File: config.mk
export PLATFORM = sky130hd
export DESIGN_NAME = inst_loader_flat
export DESIGN_NICKNAME = d
export VERILOG_FILES = /design/src/rtl/inst_loader_pkg.sv /design/src/rtl/inst_loader_if.sv /design/src/rtl/inst_loader.sv /design/src/flat_wrapper.sv
export SDC_FILE = /design/constraint.sdc
export NUM_CORES = 1
export LEC_CHECK = 0
export CAP_MARGIN = 20
export CORE_UTILIZATION = 58
export CTS_BUF_LIST = sky130_fd_sc_hd__clkbuf_4 sky130_fd_sc_hd__clkbuf_8
export CTS_CLUSTER_SIZE = 25
export DETAILED_ROUTE_END_ITERATION = 6
export PLACE_DENSITY = 0.88
export SLEW_MARGIN = 0
export SYNTH_ARGS = -nofsm -noshare
export SYNTH_HDL_FRONTEND = slang
export SYNTH_SLANG_ARGS = --single-unit
File: constraint.sdc
create_clock -name Clk -period 2.4 [get_ports Clk]
set_input_delay 0.24 -clock Clk [delete_from_list [all_inputs] [get_ports Clk]]
set_output_delay 0.24 -clock Clk [all_outputs]
set_load 0.02 [all_outputs]
File: src/rtl/inst_loader_pkg.sv
// Shared definitions for the instruction-store loader, its bus interface and
// the processor/instruction-memory peers that use the same geometry.
package inst_loader_pkg;

    localparam int unsigned ADDR_W = 12;
    localparam int unsigned INST_W = 9;

    typedef enum logic [2:0] {
        IDLE    = 3'd0,
        LEN_HI  = 3'd1,
        LEN_LO  = 3'd2,
        INST_HI = 3'd3,
        INST_LO = 3'd4,
        CHECK   = 3'd5,
        DONE    = 3'd6,
        ERROR   = 3'd7
    } load_state_t;

endpackage

File: src/rtl/inst_loader_if.sv
// Control, byte-stream and memory-write signals of the instruction loader.
// master drives the stream and observes status; slave is the loader itself.
interface inst_loader_if;
    import inst_loader_pkg::*;

    logic              Start;
    logic [7:0]        ByteIn;
    logic              ByteValid;
    logic              ByteReady;
    logic              WrEn;
    logic [ADDR_W-1:0] WrAddr;
    logic [INST_W-1:0] WrData;
    logic              CoreHold;
    logic              Done;
    logic              Error;

    modport master (
        output Start, ByteIn, ByteValid,
        input  ByteReady, WrEn, WrAddr, WrData, CoreHold, Done, Error
    );

    modport slave (
        input  Start, ByteIn, ByteValid,
        output ByteReady, WrEn, WrAddr, WrData, CoreHold, Done, Error
    );

endinterface

File: src/rtl/inst_loader.sv
// Receives a length-prefixed byte stream, packs byte pairs into 9-bit words,
// writes them to sequential instruction addresses and verifies an XOR trailer.
module inst_loader
    import inst_loader_pkg::*;
(
    input logic          Clk,
    input logic          Reset_n,
    inst_loader_if.slave lb
);

    load_state_t       state;
    logic [ADDR_W-1:0] count;
    logic [ADDR_W-1:0] idx;
    logic [7:0]        csum;
    logic              inst_hi;
    logic              ready;
    logic              accept;

    logic              wr_en;
    logic [ADDR_W-1:0] wr_addr;
    logic [INST_W-1:0] wr_data;
    logic              core_hold;
    logic              done;
    logic              error;

    always_comb begin
        ready = 1'b0;
        case (state)
            LEN_HI, LEN_LO, INST_HI, INST_LO, CHECK: ready = 1'b1;
            default:                                 ready = 1'b0;
        endcase
    end

    assign accept = lb.ByteValid && ready;

    always_ff @(posedge Clk or negedge Reset_n) begin
        if (!Reset_n) begin
            state     <= IDLE;
            count     <= '0;
            idx       <= '0;
            csum      <= '0;
            inst_hi   <= 1'b0;
            wr_en     <= 1'b0;
            wr_addr   <= '0;
            wr_data   <= '0;
            core_hold <= 1'b0;
            done      <= 1'b0;
            error     <= 1'b0;
        end else begin
            wr_en <= 1'b0;
            case (state)
                IDLE, DONE, ERROR: begin
                    if (lb.Start) begin
                        state     <= LEN_HI;
                        done      <= 1'b0;
                        error     <= 1'b0;
                        csum      <= '0;
                        idx       <= '0;
                        core_hold <= 1'b1;
                    end
                end
                LEN_HI: begin
                    if (accept) begin
                        csum <= csum ^ lb.ByteIn;
                        if (lb.ByteIn[7:4] != 4'd0) begin
                            state <= ERROR;
                            error <= 1'b1;
                        end else begin
                            count <= {lb.ByteIn[3:0], 8'd0};
                            state <= LEN_LO;
                        end
                    end
                end
                LEN_LO: begin
                    if (accept) begin
                        csum       <= csum ^ lb.ByteIn;
                        count[7:0] <= lb.ByteIn;
                        // Empty image: skip straight to the trailer.
                        if ({count[11:8], lb.ByteIn} == 12'd0)
                            state <= CHECK;
                        else
                            state <= INST_HI;
                    end
                end
                INST_HI: begin
                    if (accept) begin
                        csum <= csum ^ lb.ByteIn;
                        if (lb.ByteIn[7:1] != 7'd0) begin
                            state <= ERROR;
                            error <= 1'b1;
                        end else begin
                            inst_hi <= lb.ByteIn[0];
                            state   <= INST_LO;
                        end
                    end
                end
                INST_LO: begin
                    if (accept) begin
                        csum    <= csum ^ lb.ByteIn;
                        wr_en   <= 1'b1;
                        wr_addr <= idx;
                        wr_data <= {inst_hi, lb.ByteIn};
                        idx     <= idx + 12'd1;
                        if (idx + 12'd1 == count)
                            state <= CHECK;
                        else
                            state <= INST_HI;
                    end
                end
                CHECK: begin
                    if (accept) begin
                        if (lb.ByteIn == csum) begin
                            state     <= DONE;
                            done      <= 1'b1;
                            core_hold <= 1'b0;
                        end else begin
                            state <= ERROR;
                            error <= 1'b1;
                        end
                    end
                end
                default: state <= IDLE;
            endcase
        end
    end

    assign lb.ByteReady = ready;
    assign lb.WrEn      = wr_en;
    assign lb.WrAddr    = wr_addr;
    assign lb.WrData    = wr_data;
    assign lb.CoreHold  = core_hold;
    assign lb.Done      = done;
    assign lb.Error     = error;

endmodule

File: src/flat_wrapper.sv
// flat-port wrapper written by rule: the top's interface ports become plain ports
module inst_loader_flat import inst_loader_pkg::*;
  (Clk, Reset_n, lb_Start, lb_ByteIn, lb_ByteValid, lb_ByteReady, lb_WrEn, lb_WrAddr, lb_WrData, lb_CoreHold, lb_Done, lb_Error);
  inst_loader_if lb_i ();
  input logic Clk;
  input logic Reset_n;
  input wire logic [$bits(lb_i.Start)-1:0] lb_Start;
  input wire logic [$bits(lb_i.ByteIn)-1:0] lb_ByteIn;
  input wire logic [$bits(lb_i.ByteValid)-1:0] lb_ByteValid;
  output wire logic [$bits(lb_i.ByteReady)-1:0] lb_ByteReady;
  output wire logic [$bits(lb_i.WrEn)-1:0] lb_WrEn;
  output wire logic [$bits(lb_i.WrAddr)-1:0] lb_WrAddr;
  output wire logic [$bits(lb_i.WrData)-1:0] lb_WrData;
  output wire logic [$bits(lb_i.CoreHold)-1:0] lb_CoreHold;
  output wire logic [$bits(lb_i.Done)-1:0] lb_Done;
  output wire logic [$bits(lb_i.Error)-1:0] lb_Error;
  assign lb_i.Start = lb_Start;
  assign lb_i.ByteIn = lb_ByteIn;
  assign lb_i.ByteValid = lb_ByteValid;
  assign lb_ByteReady = lb_i.ByteReady;
  assign lb_WrEn = lb_i.WrEn;
  assign lb_WrAddr = lb_i.WrAddr;
  assign lb_WrData = lb_i.WrData;
  assign lb_CoreHold = lb_i.CoreHold;
  assign lb_Done = lb_i.Done;
  assign lb_Error = lb_i.Error;
  inst_loader u_core (.Clk(Clk), .Reset_n(Reset_n), .lb(lb_i));
endmodule
==> reports/results.ini, run 1 <==
[status]
outcome = complete, no violations

[sta]
worst_slack_ns = 0.1849
setup_viol = 0
rsz0062_at_grt = no
maxSlewHeadroom = 0.4107
maxSlewViolCount = 0
worst_pin_slew_ns = 0.8776
fin_setup_tns_ns = 0
max_freq_mhz = 451.5
skew_ns = 0.007716
hold_violations = 0
hold_ws_ns = 0.4314
period_share = 0.9230
post-route-min-period_ns = 2.215

[grt]
grt_pass1_wl_mm = 13.83
grt_max_degree = 39
gr-total-overflow = 0
grt_antenna_before_repair = 0
grt_pass1_vias = 3024
track_usage = 0.2977

[floorplan]
core_area_mm2 = 0.005507
row_count = 27
ios = 38
die_height_um = 77.78
die_w_um = 77.78
dieArea_mm2 = 0.006050
initial_core_util = 0.6049

[logic_synthesis]
synth_edf_count = 0
synth.yosys.seq_area_share = 0.4583
synth_cell_type_count = 56
avgSynthCellArea_um2 = 8.651
synth_fp_nets = 398
ys_warn_count = 0
ys_async_sr_fraction = 1.000
ys_ff_latch = 61
syn_inst = 385
netlist_area_mm2 = 0.003331
synth_ff_type = dfrtp_1

[cells_and_area]
nFillCells = 388
antennaDiodeCount = 0
finalNetCount = 445
areaGrowthSynthToFinish_pct = 21.49
multi_input_area_mm2 = 0.001688
ff_latch_area_mm2 = 0.001526
drive_above_1_share = 0.1284

[run]
max-cap-violations = 0

[placement]
gp_congestion = 0.8965
port_buffers = 37
place_ws_ns = 0.1588
dp_hpwl_mm = 5.822

[hold_path]
min_path_type = in -> async

[clock_tree]
cts_sinks = 61
cts_buffers = 9
insertion_delay_ns = 0.34
cts.clk_slew.worst_paths_ns = 0.07
cts_tree = done
ctsHtreeMaxLevel = 3
cts_root_buffer = clkbuf_8
cts_buffer_depth = 2

[worst_setup_path]
crit_type = reg -> reg
crit_start = u_core.idx[4]$_DFFE_PN0P_
crit_required_ns = 2.62
reg2reg_slack_ns = 0.18
cp_max_fo = 12
timing.rr.end = u_core.state[1]$_DFFE_PN0P_
r2r-start = u_core.idx[4]$_DFFE_PN0P_
crit_end = u_core.state[1]$_DFFE_PN0P_
slowest_stage = dfrtp_1
r2r_cells = 5
cp-start-kind = register
critPathCaptureType = register
cp_cell_sequence = nand4_2 > nor4_4 > xnor2_1 > or4_4 > o31a_1
arrival_ns = 2.44
max_stage_delay_ns = 0.57

[power_and_ir_drop]
p_sw_mw = 1.471
power_mw = 3.853
p_seq_frac = 0.385
clkPwrFrac = 0.206
internal_power_mw = 2.382
leakagePower_nw = 1.888
swShare = 0.3817
p_per_area_mw_per_mm2 = 952.1
ir_drop_uv = 718.0
p_comb_frac = 0.408

[route]
antenna_left = 0
wirelength_mm = 8.403
vias_per_cell = 5.929
drt_pre_antenna_iters = 4
wl_per_cell_um = 16.54
num_vias = 3012
drc_errors = 0
drt_iter0_markers = 207

-- cells in the final DEF (no fill, tap or decap), types with 2 or more instances in the layout --
cell type | netlist | routed
nand3_1 | 17 | 17
nor2_1 | 26 | 26
and3_1 | 3 | 3
o21a_1 | 3 | 3
nand4_1 | 4 | 4
o211ai_1 | 2 | 2
clkbuf_4 | 0 | 3
buf_4 | 0 | 21
nor2b_1 | 3 | 3
nand2_1 | 88 | 88
o31ai_1 | 4 | 4
mux2i_1 | 2 | 2
a221oi_1 | 2 | 2
clkdlybuf4s50_1 | 0 | 36
a21oi_1 | 9 | 9
clkinv_2 | 0 | 2
o21ai_0 | 46 | 46
clkbuf_8 | 0 | 10
xor2_1 | 4 | 4
nand2b_1 | 12 | 12
and2_1 | 4 | 4
o41ai_1 | 3 | 3
and4_1 | 2 | 2
a311oi_1 | 2 | 2
o22a_1 | 2 | 2
mux2_2 | 5 | 5
a21o_1 | 2 | 2
dfrtp_1 | 61 | 61
nor3_1 | 4 | 4
xnor2_1 | 19 | 19
nand3b_1 | 2 | 2
inv_1 | 5 | 5
-- power by group through the flow --
stage          clock (mW)  sequential [mW]  combinational, mW
3_3_place_gp            0             1.47               1.48
6_report            0.794             1.48               1.57
4_1_cts             0.808             1.48               1.56
5_1_grt             0.841             1.51               1.71
3_5_place_dp            0             1.49               1.53
2_1_floorplan           0             1.51              0.962
-- flip-flops by register name, summed over array words and instances (netlist names) --
signal and count:
u_core.count 12, u_core.idx 12, u_core.lb.WrAddr 12, u_core.lb.WrData 9
u_core.csum 8, u_core.state 3, u_core.inst_hi 1, u_core.lb.CoreHold 1
u_core.lb.Done 1, u_core.lb.Error 1, u_core.lb.WrEn 1
-- worst max-delay path: cells and delay by family, from the launching register on --
family | cells | cell delay, ns
AND/OR/NAND/NOR | 3 | 1.12
XOR/XNOR | 1 | 0.11
flip-flops | 1 | 0.57
AO/OA/AOI/OAI | 1 | 0.30
-- metrics by stage --
stage                       util  cells  instance area (um^2)
after floorplan                -    385                  3331
after global placement    0.7017    492                  3864
after detailed placement  0.7017    492                  3864
after CTS                 0.7344    508                  4044
after global routing      0.7348    508                  4046
final                     0.7348    508                  4046
-- per-layer routing --
layer	routed length, um	global-route usage	vias up
li1	-	-	1421
met1	3494	0.3377	1431
met2	4116	0.4965	123
met3	451	0.08588	37
met4	340	0.1774	0
met5	0	0	-
-- layout make-up --
class,count,share of cell area
repair buffers,60,0.1367
inverters,5,0.004638
clock inverters,2,0.002474
clock buffers,13,0.03958
flip-flops and latches,61,0.3772
well taps,72,0.02226
multi-input cells,295,0.4171
-- what timing repair did --
action                                  in CTS  in global routing
endpoints found under the setup margin       0                  1
buffers inserted                             0                  0
resized for setup                            0                  1
hold endpoints to repair                    23                  0
hold buffers                                 1                  0
-- cell families after synthesis --
group,Yosys count,share of synthesized area
AO/OA/AOI/OAI,90,0.1717
buffers and inverters,29,0.03569
XOR/XNOR,23,0.06048
flip-flops,61,0.4583
multiplexers,7,0.02291
AND/OR/NAND/NOR,174,0.2472
adder cells (fa/ha/maj),1,0.003756
-- worst min-delay path by stage --
stage               startpoint                              end  depth (start not counted)
floorplan              Reset_n      u_core.count[0]$_DFFE_PN0P_                          0
global placement       Reset_n  u_core.lb.WrAddr[1]$_DFFE_PN0P_                          1
detailed placement     Reset_n  u_core.lb.WrAddr[1]$_DFFE_PN0P_                          1
CTS                    Reset_n  u_core.lb.WrAddr[1]$_DFFE_PN0P_                          2
global route           Reset_n  u_core.lb.WrAddr[3]$_DFFE_PN0P_                          2
finish                 Reset_n  u_core.lb.WrAddr[1]$_DFFE_PN0P_                          2
-- synth_stat cells (5+ instances only) --
master    number  area share
nor2_1        26       0.029
o21ai_0       46       0.069
nand2_1       88       0.099
xnor2_1       19       0.050
a21oi_1        9       0.014
clkbuf_1      19       0.021
nand2b_1      12       0.023
inv_1          5      0.0056
nand3_1       17       0.026
dfrtp_1       61        0.46
mux2_2         5       0.017
(Power assumes the default switching activity.)
==> run 2: changes to the inputs <==
TNS_END_PERCENT = 30   (was default)
==> results of run 2 <==
Final layout, timing and power as in run 1 (identical DEF).
